[src/rtl/result_capture_pkg.sv]
// Shared types, default widths and the saturating-increment helper for result_capture.
package result_capture_pkg;

    localparam int DEFAULT_DEPTH   = 16;
    localparam int DEFAULT_STAMP_W = 16;
    localparam int DEFAULT_CNT_W   = 16;
    localparam int SAT_W           = 32;

    typedef struct packed {
        logic [7:0]                 sum;
        logic                       overflow;
        logic [DEFAULT_STAMP_W-1:0] stamp;
    } capture_entry_t;

    // Increment value, holding at 2^width-1 instead of wrapping (width <= SAT_W).
    function automatic logic [SAT_W-1:0] sat_inc(input logic [SAT_W-1:0] value,
                                                 input int unsigned      width);
        logic [SAT_W:0] max_s;
        max_s = ({{SAT_W{1'b0}}, 1'b1} << width) - {{SAT_W{1'b0}}, 1'b1};
        if ({1'b0, value} >= max_s) begin
            return value;
        end else begin
            return value + {{(SAT_W-1){1'b0}}, 1'b1};
        end
    endfunction

endpackage

[src/rtl/result_capture_sync_fifo.sv]
// Synchronous FIFO with occupancy count; a push into a full FIFO is accepted
// only when a pop happens in the same cycle. Read data reads zero while empty.
module sync_fifo #(
    parameter  int WIDTH = 8,
    parameter  int DEPTH = 16,
    localparam int AW    = $clog2(DEPTH),
    localparam int LW    = AW + 1
) (
    input  logic             clk,
    input  logic             rst,
    input  logic             push,
    input  logic             pop,
    input  logic [WIDTH-1:0] wdata,
    output logic [WIDTH-1:0] rdata,
    output logic             accepted,
    output logic             full,
    output logic             empty,
    output logic [LW-1:0]    level
);

    logic [WIDTH-1:0] mem_r [DEPTH];
    logic [AW-1:0]    wr_ptr_r;
    logic [AW-1:0]    rd_ptr_r;
    logic [LW-1:0]    level_r;
    logic             push_ok_s;
    logic             pop_ok_s;

    assign full     = (level_r == LW'(DEPTH));
    assign empty    = (level_r == {LW{1'b0}});
    assign level    = level_r;
    assign accepted = push_ok_s;

    // Handshake qualification: pop only when data exists, push when room or freed this cycle.
    always_comb begin
        pop_ok_s  = 1'b0;
        push_ok_s = 1'b0;
        if (pop && !empty) begin
            pop_ok_s = 1'b1;
        end else begin
            pop_ok_s = 1'b0;
        end
        if (push && (!full || pop_ok_s)) begin
            push_ok_s = 1'b1;
        end else begin
            push_ok_s = 1'b0;
        end
    end

    // Head read, forced to zero while the FIFO holds nothing.
    always_comb begin
        rdata = {WIDTH{1'b0}};
        if (!empty) begin
            rdata = mem_r[rd_ptr_r];
        end else begin
            rdata = {WIDTH{1'b0}};
        end
    end

    // Storage array; flushing is done by the pointers, so the array needs no reset.
    always_ff @(posedge clk) begin
        if (push_ok_s && !rst) begin
            mem_r[wr_ptr_r] <= wdata;
        end
    end

    // Pointer and occupancy tracking; pointers wrap naturally since DEPTH is a power of two.
    always_ff @(posedge clk) begin
        if (rst) begin
            wr_ptr_r <= {AW{1'b0}};
            rd_ptr_r <= {AW{1'b0}};
            level_r  <= {LW{1'b0}};
        end else begin
            if (push_ok_s) begin
                wr_ptr_r <= wr_ptr_r + AW'(1);
            end else begin
                wr_ptr_r <= wr_ptr_r;
            end
            if (pop_ok_s) begin
                rd_ptr_r <= rd_ptr_r + AW'(1);
            end else begin
                rd_ptr_r <= rd_ptr_r;
            end
            case ({push_ok_s, pop_ok_s})
                2'b10:   level_r <= level_r + LW'(1);
                2'b01:   level_r <= level_r - LW'(1);
                default: level_r <= level_r;
            endcase
        end
    end

endmodule

[src/rtl/result_capture.sv]
// Timestamped capture of the adder's sum/overflow into a FIFO drained over valid/ready.
// Optional build macro RESULT_CAPTURE_CHANGE_ONLY_EN: push only when {sum, overflow} changes.
module result_capture
    import result_capture_pkg::*;
#(
    parameter  int DEPTH   = DEFAULT_DEPTH,
    parameter  int STAMP_W = DEFAULT_STAMP_W,
    parameter  int CNT_W   = DEFAULT_CNT_W,
    localparam int LVL_W   = $clog2(DEPTH) + 1
) (
    input  logic               clk,
    input  logic               rst,
    input  logic [7:0]         sum,
    input  logic               overflow,
    input  logic               capture_en,
    output logic               out_valid,
    input  logic               out_ready,
    output logic [7:0]         out_sum,
    output logic               out_overflow,
    output logic [STAMP_W-1:0] out_stamp,
    output logic [LVL_W-1:0]   level,
    output logic [CNT_W-1:0]   sample_count,
    output logic [CNT_W-1:0]   drop_count,
    output logic [CNT_W-1:0]   ovf_count
);

    localparam int ENTRY_W = 9 + STAMP_W;

    logic [STAMP_W-1:0] stamp_r;
    logic               prev_ovf_r;
    logic [CNT_W-1:0]   sample_count_r;
    logic [CNT_W-1:0]   drop_count_r;
    logic [CNT_W-1:0]   ovf_count_r;
    logic               push_req_s;
    logic               accepted_s;
    logic               full_s;
    logic               empty_s;
    logic               ovf_rise_s;
    logic               drop_s;
    logic [ENTRY_W-1:0] head_s;

    function automatic logic [CNT_W-1:0] cnt_inc(input logic [CNT_W-1:0] value);
        return CNT_W'(sat_inc(SAT_W'(value), CNT_W));
    endfunction

`ifdef RESULT_CAPTURE_CHANGE_ONLY_EN
    logic       first_r;
    logic [8:0] last_r;

    // Change-only qualification: first candidate after reset, or a new {sum, overflow}.
    always_comb begin
        push_req_s = 1'b0;
        if (capture_en && (first_r || ({sum, overflow} != last_r))) begin
            push_req_s = 1'b1;
        end else begin
            push_req_s = 1'b0;
        end
    end

    // Remember the last requested value, even if the FIFO then drops it.
    always_ff @(posedge clk) begin
        if (rst) begin
            first_r <= 1'b1;
            last_r  <= 9'd0;
        end else if (push_req_s) begin
            first_r <= 1'b0;
            last_r  <= {sum, overflow};
        end else begin
            first_r <= first_r;
            last_r  <= last_r;
        end
    end
`else
    // Every candidate cycle requests a push.
    always_comb begin
        push_req_s = 1'b0;
        if (capture_en) begin
            push_req_s = 1'b1;
        end else begin
            push_req_s = 1'b0;
        end
    end
`endif

    // Event qualification for the statistics counters.
    always_comb begin
        ovf_rise_s = 1'b0;
        drop_s     = 1'b0;
        if (capture_en && overflow && !prev_ovf_r) begin
            ovf_rise_s = 1'b1;
        end else begin
            ovf_rise_s = 1'b0;
        end
        if (push_req_s && !accepted_s) begin
            drop_s = 1'b1;
        end else begin
            drop_s = 1'b0;
        end
    end

    sync_fifo #(
        .WIDTH (ENTRY_W),
        .DEPTH (DEPTH)
    ) u_fifo (
        .clk      (clk),
        .rst      (rst),
        .push     (push_req_s),
        .pop      (out_ready),
        .wdata    ({sum, overflow, stamp_r}),
        .rdata    (head_s),
        .accepted (accepted_s),
        .full     (full_s),
        .empty    (empty_s),
        .level    (level)
    );

    // Free-running timestamp, overflow history and saturating statistics.
    always_ff @(posedge clk) begin
        if (rst) begin
            stamp_r        <= {STAMP_W{1'b0}};
            prev_ovf_r     <= 1'b0;
            sample_count_r <= {CNT_W{1'b0}};
            drop_count_r   <= {CNT_W{1'b0}};
            ovf_count_r    <= {CNT_W{1'b0}};
        end else begin
            stamp_r    <= stamp_r + STAMP_W'(1);
            prev_ovf_r <= overflow;
            if (accepted_s) begin
                sample_count_r <= cnt_inc(sample_count_r);
            end else begin
                sample_count_r <= sample_count_r;
            end
            if (drop_s && full_s) begin
                drop_count_r <= cnt_inc(drop_count_r);
            end else begin
                drop_count_r <= drop_count_r;
            end
            if (ovf_rise_s) begin
                ovf_count_r <= cnt_inc(ovf_count_r);
            end else begin
                ovf_count_r <= ovf_count_r;
            end
        end
    end

    assign out_valid    = !empty_s;
    assign out_sum      = head_s[ENTRY_W-1 -: 8];
    assign out_overflow = head_s[STAMP_W];
    assign out_stamp    = head_s[STAMP_W-1:0];
    assign sample_count = sample_count_r;
    assign drop_count   = drop_count_r;
    assign ovf_count    = ovf_count_r;

endmodule

[config.mk]
export PLATFORM = sky130hd
export DESIGN_NAME = result_capture
export DESIGN_NICKNAME = d
export VERILOG_FILES = /design/src/rtl/result_capture_pkg.sv /design/src/rtl/result_capture_sync_fifo.sv /design/src/rtl/result_capture.sv
export SDC_FILE = /design/constraint.sdc
export NUM_CORES = 1
export LEC_CHECK = 0
export BUFFER_PORTS_ARGS = -buffer_cell sky130_fd_sc_hd__buf_2
export CORE_UTILIZATION = 55
export CTS_CLUSTER_SIZE = 14
export DETAILED_ROUTE_END_ITERATION = 16
export MAX_ROUTING_LAYER = met4
export PLACE_DENSITY = 0.75
export SLEW_MARGIN = 5
export SYNTH_ARGS = -nofsm -noshare
export SYNTH_HDL_FRONTEND = slang
export SYNTH_HIERARCHICAL = 1
export SYNTH_SLANG_ARGS = --single-unit
[constraint.sdc]
create_clock -name clk -period 2.8 [get_ports clk]
set_clock_uncertainty 0.05 [all_clocks]
set_input_delay 0.28 -clock clk [delete_from_list [all_inputs] [get_ports clk]]
set_output_delay 0.28 -clock clk [all_outputs]
set_load 0.05 [all_outputs]
==> results.toml <==
[yosys]
avgSynthCellArea_um2 = 17.7
syn-cell-area_um2 = 19300
synthFlopType = "edfxtp_1"
synth_nets = 1118
synth_top_cell_by_area = "edfxtp_1"
synth_commonest_cells = "edfxtp_1 (400), mux4_2 (100), nor2_1 (94), dfxtp_1 (82), nand2_1 (29)"
yosysSeqAreaShare_pct = 70.8
synthCells = 1092
synth_edf_count = 400
synth_most_common_cell = "edfxtp_1"
synth_top_area_share_pct = 62.3
synth_area_leaders = "edfxtp_1 (62%), mux4_2 (12%), dfxtp_1 (8.5%)"
ys_ff_latch = 482
yosysWarningCount = 6
ys_types = 64
ys_async_sr_fraction_pct = 0

[clock_tree]
root_buffer = "clkbuf_16"
cts.sinks = 482
htree_levels = 2
clk_path_buf_depth = 3
clk_latency_ns = 0.55
cts.clk_slew.worst_paths_ns = 0.06
numCtsBuffers = 48
tritoncts = "done"

[grt]
antenna_found_initial = 0
grt_pass1_wl_um = 64400
overflow = 0
grt_usage_pct = 25.3
grt_max_degree = 64
grt_pass1_vias = 10700

[layout]
final.fill_count = 2343
fin_cells = 1736
synthToLayoutAreaGrowth_pct = 17.8
drive_above_1_share_pct = 31.0
final_cell_area_um2 = 22700
fin_nets = 1269
antenna_cells = 0
final_core_util_pct = 65.7

[timing]
drv_slew = 0
fin_tns_setup_ns = -1.27
setup_slack_ns = -0.0962
period_needed_ns = 2.90
hold_violations = 0
worst_pin_slew_ns = 1.21
fin_crit_sh_pct = 103
relSlewSlack_pct = 19.4
setup_viol = 25
holdWs_ns = 0.0456
rsz0062_at_grt = "true"
max_freq_ghz = 0.345

[critical_path]
worstPathMaxFanout = 6
r2r-end = "u_fifo/level[4]"
rrSetupSlack_ns = 0.05
startpoint_type = "flop"
cp-end-kind = "output port"
crit_path_end = "out_stamp[7]"
worstPathArrival_ns = 2.57
crit_required_ns = 2.47
ff2ff_path_depth = 9
criticalPathCategory = "reg -> out"
rr_startpoint = "u_fifo/level[1]"

[detailed_routing]
wl_met1_um = 16800
route.met3.wl_um = 3500
routed_wl_um = 43000
routed-wl-met2_um = 21600
first_iter_violations = 810
ant_nets = 0
viasPerCell = 6.12
top_layer_used = "met4"
wl_per_cell_um = 24.7
num_vias = 10600
firstDrtPassIters = 5
drc = 0

[floorplan]
fp-row-count = 68
start_util_pct = 55.8
die_w_um = 189
ios = 92
core-area_um2 = 34500
die_area_um2 = 35800
die_y_um = 189

[place]
dp.final_hpwl_um = 22400
place_inst = 1622
port_buffers = 91
placed_area_um2 = 20500
gp_congestion = 0.786

[power_and_ir_drop]
p_leak_nw = 7.50
peakVddDrop_v = 0.000787
powerDensity_nw_per_um2 = 865

[flow_run]
drv_cap = 0

[status]
outcome = "finished with violations"
violations = "setup timing"

[hold_path]
hold_class = "in -> reg"
==> worst max-delay path, cell delays in order, from the launching register on <==
cell and delay, ns:
dfxtp_4 0.37, buf_12 0.15, buf_12 0.14, mux4_2 0.53, mux2_4 0.30, a221o_1 0.35, buf_6 0.17
==> how the worst min path moves through the flow <==
stage,start,end,slack [ns],cells after the start
finish,sum[4],u_fifo/mem_r[1][21],0.05,1
global route,sum[7],u_fifo/mem_r[10][24],0.05,1
CTS,sum[4],u_fifo/mem_r[9][21],0.03,1
detailed placement,drop_count[1],drop_count[1],0.45,2
global placement,u_fifo/level[2],u_fifo/level[2],0.44,2
floorplan,overflow,u_fifo/mem_r[0][16],0.33,0
==> cell families after synthesis <==
logic type	synth area share (%)
flip-flops	70.8
AND/OR/NAND/NOR	7.35
multiplexers	13.6
AO/OA/AOI/OAI	3.56
buffers and inverters	1.67
XOR/XNOR	2.14
adder cells (fa/ha/maj)	0.883
==> routing by layer <==
layer	vias to the layer above	GRT usage, %
met1	5378	33.0
met4	0	6.89
met3	71	4.30
li1	4670	-
met2	503	41.4
met5	-	-
==> layout by cell type, fill, tap and decap left out, types with 4 or more instances in the layout <==
master	count
a21oi_1	13
a221o_1	25
a31oi_1	4
and2_1	9
and4_1	6
buf_12	12
buf_2	66
buf_4	30
buf_6	34
clkbuf_1	13
clkbuf_16	49
clkinv_1	10
clkinv_2	7
dfxtp_1	76
dfxtp_4	4
edfxtp_1	400
ha_1	11
inv_1	12
mux2_2	16
mux2_4	10
mux2i_1	7
mux4_2	100
nand2_1	28
nand3_1	22
nand4_1	20
nor2_1	76
nor2_4	18
nor2b_1	23
nor2b_2	4
nor3_1	14
nor3b_1	6
nor4_1	5
o211ai_1	5
o21ai_0	12
or3_1	4
xnor2_1	23
xor2_1	24
==> timing repair <==
action,CTS,global route
gates cloned,9,1
endpoints found under the setup margin,25,304
hold buffers,1,0
buffers inserted,17,4
gates resized for setup,84,21
pin swaps,5,8
endpoints found under the hold margin,2,0
==> report_power, final <==
group	total [mW]	leakage, nW	internal, mW	switching [mW]
logic	5.54	2.44	2.54	3.00
registers	8.01	4.34	7.86	0.142
clock network	6.09	0.716	3.47	2.62
==> layout make-up <==
| class | count | area (um^2) | share of cell area (%) |
|---|---|---|---|
| Clock inverter | 26 | 219 | 0.964 |
| Timing Repair Buffer | 149 | 1350 | 5.96 |
| Inverter | 14 | 52.6 | 0.231 |
| Tap cell | 455 | 569 | 2.51 |
| Sequential cell | 482 | 13700 | 60.2 |
| Multi-Input combinational cell | 548 | 5580 | 24.6 |
| Clock buffer | 62 | 1260 | 5.57 |
==> state kept, by name, indices dropped and copies added (netlist names), 4 cells and up, named ones only <==
name,flops
sample_count,16
u_fifo/rd_ptr_r,4
stamp_r,16
u_fifo/level,5
u_fifo/wr_ptr_r,4
drop_count,16
ovf_count,16
u_fifo/mem_r,400
==> metrics by stage <==
stage,power (mW),setup slack [ns]
floorplan,11.5,-0.258
global placement,12.7,0.155
detailed placement,12.7,0.0840
CTS,19.6,-0.137
global route,20.3,-0.145
finish,19.6,-0.0962
(Power assumes the default switching activity.)
